### config.mk
export PLATFORM = sky130hd
export DESIGN_NAME = serial_sub_ctrl
export DESIGN_NICKNAME = d
export VERILOG_FILES = /design/src/rtl/sub_ctrl_pkg.sv /design/src/rtl/full_sub.sv /design/src/rtl/serial_sub_ctrl.sv
export SDC_FILE = /design/constraint.sdc
export NUM_CORES = 1
export LEC_CHECK = 0
export ABC_CLOCK_PERIOD_IN_PS = 3660
export CAP_MARGIN = 0
export CORE_ASPECT_RATIO = 0.5
export CORE_MARGIN = 8
export CORE_UTILIZATION = 35
export CTS_CLUSTER_SIZE = 24
export DETAILED_ROUTE_END_ITERATION = 10
export PLACE_DENSITY = 0.65
export SETUP_SLACK_MARGIN = 0.5
export SYNTH_ARGS = -nofsm -noshare
export SYNTH_HDL_FRONTEND = slang
export SYNTH_SLANG_ARGS = --single-unit
### constraint.sdc
create_clock -name clk -period 3.66 [get_ports clk]
set_input_delay 0.915 -clock clk [delete_from_list [all_inputs] [get_ports clk]]
set_output_delay 0.915 -clock clk [all_outputs]
set_load 0.01 [all_outputs]
### src/rtl/sub_ctrl_pkg.sv
// Shared constants for the serial subtractor sequencer: FSM state encoding
// and the default operand width.
package sub_ctrl_pkg;

    localparam int SUB_W = 8;

    typedef enum logic [1:0] {
        ST_IDLE = 2'd0,
        ST_RUN  = 2'd1,
        ST_DONE = 2'd2
    } state_t;

endpackage

### src/rtl/full_sub.sv
// One-bit full subtractor: d = x - y - z, b = borrow out of the stage.
module full_sub (
    input  logic x,
    input  logic y,
    input  logic z,
    output logic d,
    output logic b
);

    assign d = x ^ y ^ z;
    assign b = (~x & y) | (~(x ^ y) & z);

endmodule

### src/rtl/serial_sub_ctrl.sv
// Bit-serial WIDTH-bit subtractor: one full_sub cell stepped LSB first,
// with valid/ready handshakes on both the operand and the result side.
module serial_sub_ctrl
    import sub_ctrl_pkg::*;
#(
    parameter int WIDTH = SUB_W
) (
    input  logic             clk,
    input  logic             rst,
    input  logic             start_valid,
    output logic             start_ready,
    input  logic [WIDTH-1:0] a,
    input  logic [WIDTH-1:0] b,
    input  logic             borrow_in,
    output logic             done_valid,
    input  logic             done_ready,
    output logic [WIDTH-1:0] diff,
    output logic             borrow_out,
    output logic             zero,
    output logic             busy
);

    localparam int CNT_W = $clog2(WIDTH + 1);

    state_t             state;
    state_t             state_next;
    logic [CNT_W-1:0]   cnt;
    logic               borrow;
    logic [WIDTH-1:0]   a_sr;
    logic [WIDTH-1:0]   b_sr;
    logic [WIDTH-1:0]   diff_sr;
    logic [WIDTH-1:0]   diff_next;
    logic               cell_d;
    logic               cell_b;
    logic               last_step;

    full_sub u_cell (
        .x (a_sr[0]),
        .y (b_sr[0]),
        .z (borrow),
        .d (cell_d),
        .b (cell_b)
    );

    // Result bits enter at the MSB so that after WIDTH steps the LSB lands at bit 0.
    generate
        if (WIDTH == 1) begin : g_w1
            assign diff_next = cell_d;
        end else begin : g_wn
            assign diff_next = {cell_d, diff_sr[WIDTH-1:1]};
        end
    endgenerate

    assign last_step = (cnt == CNT_W'(WIDTH - 1));

    always_ff @(posedge clk) begin
        if (rst) begin
            state <= ST_IDLE;
        end else begin
            state <= state_next;
        end
    end

    always_comb begin
        state_next  = state;
        start_ready = 1'b0;
        done_valid  = 1'b0;
        busy        = 1'b1;
        case (state)
            ST_IDLE: begin
                start_ready = 1'b1;
                busy        = 1'b0;
                if (start_valid) begin
                    state_next = ST_RUN;
                end
            end
            ST_RUN: begin
                if (last_step) begin
                    state_next = ST_DONE;
                end
            end
            ST_DONE: begin
                done_valid = 1'b1;
                if (done_ready) begin
                    state_next = ST_IDLE;
                end
            end
            default: begin
                state_next = ST_IDLE;
            end
        endcase
    end

    always_ff @(posedge clk) begin
        if (rst) begin
            cnt        <= '0;
            borrow     <= 1'b0;
            a_sr       <= '0;
            b_sr       <= '0;
            diff_sr    <= '0;
            diff       <= '0;
            borrow_out <= 1'b0;
            zero       <= 1'b0;
        end else begin
            case (state)
                ST_IDLE: begin
                    if (start_valid) begin
                        a_sr   <= a;
                        b_sr   <= b;
                        borrow <= borrow_in;
                        cnt    <= '0;
                    end
                end
                ST_RUN: begin
                    a_sr    <= a_sr >> 1;
                    b_sr    <= b_sr >> 1;
                    diff_sr <= diff_next;
                    borrow  <= cell_b;
                    cnt     <= cnt + CNT_W'(1);
                    if (last_step) begin
                        diff       <= diff_next;
                        borrow_out <= cell_b;
                        zero       <= (diff_next == '0);
                    end
                end
                default: begin
                end
            endcase
        end
    end

endmodule

==> metrics.yaml, run 1 <==
pwr:
  p_int_uw: 720
  p_leak_uw: 0.000862
  power_density_nw_per_um2: 400
  worst_ir_drop_vdd_mv: 0.143
  power_frac_comb_pct: 13.3
  switchingPower_uw: 238
  seq_power_share_pct: 49.2
  clockPowerShare_pct: 37.5
  p_sw_share_pct: 24.9
global_route:
  grt_antenna_before_repair: 0
  grt_pass1_wl_mm: 7.30
  grt_start_max_net_pins: 34
  grt.total_usage_pct: 11.0
  gr-total-overflow: 0
  grt_pass1_vias: 1636
sta:
  setup_violations: 0
  timing.fmax_mhz: 396
  rsz0062_at_grt: "no"
  whs_ps: 476
  tns_ps: 0
  period_needed_ps: 2530
  slew_viol_final: 0
  slew_headroom_pct: 53.7
  tightest_slew_ps: 692
  finalWorstSetupSlack_ps: 1130
  hold_violations: 0
  period_share_pct: 69.1
  skew_ps: 7.38
final_layout:
  nets: 284
  drive_gt1_share_pct: 12.2
  syn2layout_area_growth_pct: 25.2
  fillerInstances: 536
  diodes: 0
synth:
  ys_seq_area_share_pct: 41.8
  synth_area_leader_cell: "dfxtp_1"
  netlist.area_leader.share_pct: 41.8
  syn_avg_cell_area_sq_um: 8.18
  syn_inst: 234
  synth-edff-count: 0
  syn_area_sq_um: 1910
  yosysWarnings: 0
  synthTopCellsByCount: "a21oi_1 (41), dfxtp_1 (40), nor2_1 (29)"
  synth_ff_type: "dfxtp_1"
  synth_most_common_cell: "a21oi_1"
  ys_ff_latch: 40
  syn_nets: 257
  synth.distinct_cells: 33
  synth_area_leaders: "dfxtp_1 (42%), a21oi_1 (11%), o221a_2 (6.5%)"
  synthArstFlopShare_pct: 0
setup_path:
  critPathArrivalTime_ps: 1610
  critical_path_required_ps: 2740
  critical_path.cell_chain: "or2_2 > inv_1 > clkdlybuf4s50_1"
  cp_slowest_cell: "clkdlybuf4s50_1"
  crit_path_start: "state[0]$_SDFFE_PP0P_"
  worst_setup_path_start_kind: "register"
  cp_max_fo: 7
  endpoint_kind: "primary output"
  path_class: "register to primary output"
  worstReg2RegStart: "state[0]$_SDFFE_PP0P_"
  max_stage_delay_ps: 530
cts:
  numCtsBuffers: 5
  clk_pin_slew_worst_paths_ps: 70
  post_cts_buffers: 0
  insertion_delay_ps: 300
  cts.path.max_buffers: 2
  cts_sinks: 40
  ctsResizeCount: 0
  cts_tree: "yes"
  htreeDepth: 2
  cts_hold_buf: 0
  cts_root_buf: "clkbuf_8"
drt:
  drt_wl_total_mm: 4.54
  drtAntennaViolNets: 0
  viasPerCell: 5.13
  wire_per_inst_microns: 13.6
  first_iter_violations: 106
  first_pass_iters: 4
  vias: 1718
  drc: 0
place:
  portBuffers: 33
  dp_slack_ps: 1040
  globalplace.congestion: 0.744
  hpwlAfterDp_mm: 3.11
hold_path:
  hold_class: "register to register"
  min_from: "diff[5]$_SDFFE_PP0P_"
floorplanning:
  row_count: 19
  initial_core_util_pct: 35.6
  io_pins: 34
  dieArea_sq_um: 8240
  die_y_microns: 68.3
  core_area_sq_um: 5370
  fp.dieW_microns: 121
run:
  drv_cap: 0
status:
  status: "complete, no violations"
## worst paths after layout
| check | to | slack (ps) | depth (start not counted) |
|---|---|---|---|
| min reg2reg | diff[5]$_SDFFE_PP0P_ | 480 | 2 |
| max reg2reg | cnt[3]$_SDFFE_PP0P_ | 2040 | 4 |
| min | diff[5]$_SDFFE_PP0P_ | 480 | 2 |
| max | start_ready | 1130 | 3 |
## cells in the final DEF, fill, tap and decap left out
| cell | count |
|---|---|
| a21oi_1 | 41 |
| dfxtp_1 | 40 |
| clkdlybuf4s50_1 | 33 |
| nor2_1 | 29 |
| nand2_1 | 19 |
| inv_1 | 15 |
| nand3_1 | 11 |
| o221a_2 | 11 |
| nor2b_1 | 8 |
| o31ai_1 | 8 |
| o22ai_1 | 6 |
| buf_4 | 6 |
| clkbuf_8 | 5 |
| a2111oi_2 | 3 |
| or2_2 | 2 |
| nand3b_1 | 2 |
| a31oi_1 | 2 |
| a22oi_1 | 2 |
| mux2i_1 | 2 |
| nand2b_1 | 2 |
| and3b_1 | 1 |
| nand2b_4 | 1 |
| o21bai_1 | 1 |
| nor3_2 | 1 |
| a211oi_2 | 1 |
| nor4_1 | 1 |
| nor3_1 | 1 |
| or3_1 | 1 |
| a221o_1 | 1 |
| a211oi_1 | 1 |
| fa_1 | 1 |
| ha_1 | 1 |
| clkinv_2 | 1 |
| bufinv_16 | 1 |
| clkbuf_1 | 1 |
## power by group through the flow
stage,logic (uW),registers (uW),clock network (uW)
3_5_place_dp,127,481,0
6_report,128,471,360
4_1_cts,128,471,365
5_1_grt,141,474,376
2_1_floorplan,86.2,476,0
3_3_place_gp,125,480,0
## area by class of cell
type	count	area, sq um	area share (%)
multi-input combinational	160	965	40.3
sequential	40	801	33.4
timing repair buffer	39	375	15.7
tap	73	91.3	3.81
clock buffer	6	72.6	3.03
inverter	15	56.3	2.35
clock inverter	2	35.0	1.46
## worst max-delay path, delay by kind of cell (launching register included)
family | cells | cell delay, ps
DFF | 1 | 370
buffers and inverters | 2 | 590
and+or+nand+nor | 1 | 360
## per-stage QoR
| step | util [%] | total power [uW] | cells | instance area [sq um] |
|---|---|---|---|---|
| after floorplan | - | 563 | 234 | 1910 |
| after global placement | 42.6 | 605 | 327 | 2290 |
| after detailed placement | 42.6 | 609 | 327 | 2290 |
| after CTS | 44.6 | 964 | 335 | 2400 |
| after global routing | 44.6 | 991 | 335 | 2400 |
| final | 44.6 | 958 | 335 | 2400 |
## registers in the layout, indices dropped and copies added (netlist names)
signal / cells
a_sr: 8
b_sr: 8
borrow: 1
borrow_out: 1
cnt: 4
diff: 8
diff_sr: 7
state: 2
zero: 1
## layer usage
layer / vias up / wire length (microns) / GRT usage [%] / part of all wire (%)
li1: 880 / - / - / -
met1: 811 / 2120 / 12.0 / 47
met2: 19 / 2200 / 19.9 / 48
met3: 8 / 142 / 3.13 / 3.1
met4: 0 / 79 / 5.55 / 1.7
met5: - / 0 / 0 / 0
## kinds of logic (layout without fill, tap and decap cells)
logic type,Yosys count,count (layout),share of synthesized area [%]
AOI/OAI and AO/OA,77,77,28.0
adders and majority gates,2,2,1.70
buffers and inverters,34,62,7.78
DFF,40,40,41.8
muxes,2,2,1.05
and+or+nand+nor,79,79,19.6
No activity file was read; power rests on OpenSTA's default activity.
==> run 2: changes to the inputs <==
- ABC_CLOCK_PERIOD_IN_PS: 3660 -> 2150
- PLACE_DENSITY: 0.65 -> 0.67
- clock period: 3.66 -> 2.15 ns (I/O delays scaled with it)
==> run 2 against run 1 <==
Flip-flop and latch count did not move. Register-to-register slack got worse by 1400 ps. Sequential share of layout area fell by 0.070 points. Global-route usage rose by 0.75 points. Die area did not move. Total power rose by 63%.
==> metrics.yaml, run 2 (synthesis gave the netlist of run 1 again) <==
sta:
  slew_viol_final: 0
  whs_ps: 472
  tightest_slew_ps: 479
  timing.fmax_mhz: 626
  rsz0062_at_grt: "no"
  slew_headroom_pct: 68.0
  skew_ps: 7.50
  tns_ps: 0
  setup_violations: 0
  period_needed_ps: 1600
  period_share_pct: 74.2
  hold_violations: 0
final_layout:
  drive_gt1_share_pct: 15.8
  reg_top3: "a_sr x8, b_sr x8, diff x8"
  fin_area_sq_um: 2410
  syn2layout_area_growth_pct: 26.0
  final_cell_mix: "a21oi_1 (41), dfxtp_1 (39), nor2_1 (29)"
  nets: 288
  final_cells: 338
  diodes: 0
  final_common_cell: "a21oi_1"
global_route:
  gr-total-overflow: 0
  grt_pass1_wl_mm: 7.90
  grt_antenna_before_repair: 0
  grt_pass1_vias: 1686
  grt_start_max_net_pins: 43
  grt.total_usage_pct: 11.8
setup_path:
  endpoint_kind: "primary output"
  path_class: "register to primary output"
  critPathArrivalTime_ps: 1060
  critical_path.cell_chain: "buf_4 > nor2b_2 > buf_2"
  crit_buf_inv: 2
  max_stage_delay_ps: 350
  cp_max_fo: 4
  cpLargestDelayFamily: "flip-flops"
  worst_setup_path_start_kind: "register"
  critical_path_required_ps: 1610
  cp_slowest_cell: "dfxtp_4"
drt:
  wire_per_inst_microns: 13.6
  viasPerCell: 5.19
  first_pass_iters: 4
  drc: 0
  vias: 1754
  drt_wl_total_mm: 4.61
  drtAntennaViolNets: 0
  first_iter_violations: 119
pwr:
  power_uw: 1560
  p_leak_uw: 0.000932
  power_density_nw_per_um2: 647
  worst_ir_drop_vdd_mv: 0.228
floorplanning:
  core_area_sq_um: 5370
  dieArea_sq_um: 8240
  initial_core_util_pct: 35.6
  die_y_microns: 68.3
  io_pins: 34
  row_count: 19
  fp.dieW_microns: 121
place:
  place_area_sq_um: 2310
  dp_cells: 328
  hpwlAfterDp_mm: 3.07
  globalplace.congestion: 0.734
  portBuffers: 33
status:
  status: "complete, no violations"
cts:
  htreeDepth: 2
  cts_tree: "yes"
  cts_sinks: 40
  cts.path.max_buffers: 2
  cts_hold_buf: 0
  numCtsBuffers: 5
  clk_pin_slew_worst_paths_ps: 80
  cts_root_buf: "clkbuf_8"
  insertion_delay_ps: 290
run:
  drv_cap: 0
hold_path:
  hold_class: "register to register"
-- run 2: cell count changes in the layout (fill, tap and decap cells not counted), sizes merged --
cell	previous run	this run
buf	6	12
clkbuf	6	7
nand2b	3	4
dlygate4sd2	0	10
clkinv	1	0
bufinv	1	0
clkdlybuf4s50	33	20
-- run 2: cell type report --
class                      instances  area [sq um]
fill                             552          2960
timing repair buffer              42           383
clock buffer                       7          96.3
tap                               73          91.3
sequential                        40           805
inverter                          15          56.3
multi-input combinational        161           981
-- run 2: what timing repair did --
item | 4_1_cts | 5_1_grt
setup endpoints to repair | 13 | 19
buffers inserted | 2 | 0
resized for setup | 25 | 2
pin swaps | 0 | 0
gates cloned | 0 | 1
-- run 2: worst paths after layout --
kind,to,cells after the start,from,slack (ps)
max reg2reg,cnt[3]$_SDFFE_PP0P_,5,state[0]$_SDFFE_PP0P_,670
min reg2reg,diff[5]$_SDFFE_PP0P_,2,diff[5]$_SDFFE_PP0P_,470
min,diff[5]$_SDFFE_PP0P_,2,diff[5]$_SDFFE_PP0P_,470
max,done_valid,3,state[0]$_SDFFE_PP0P_,550
-- run 2: layer usage --
metal	routed length, microns	GRT usage [%]	vias to the layer above
met5	0	0	-
met1	2090	13.9	833
li1	-	-	886
met4	38	4.62	0
met2	2250	20.6	33
met3	240	3.05	2
-- run 2: stage by stage --
step / setup slack, ps / util, %
3_5_place_dp: 285 / 43.0
4_1_cts: 457 / 44.8
6_report: 554 / 44.9
3_3_place_gp: 317 / 43.0
5_1_grt: 502 / 44.9
2_1_floorplan: 698 / -
-- run 2: worst reg2reg max path: stages, from the launching register on --
cell and delay, ps:
dfxtp_4 350, buf_4 120, buf_4 210, nand2b_4 170, or3_1 370, a31oi_1 180
-- run 2: power by group --
group | internal [uW] | switching [uW] | leakage [uW]
Sequential | 774 | 27.0 | 0.000328
Combinational | 113 | 115 | 0.000554
Clock | 286 | 248 | 0.0000503
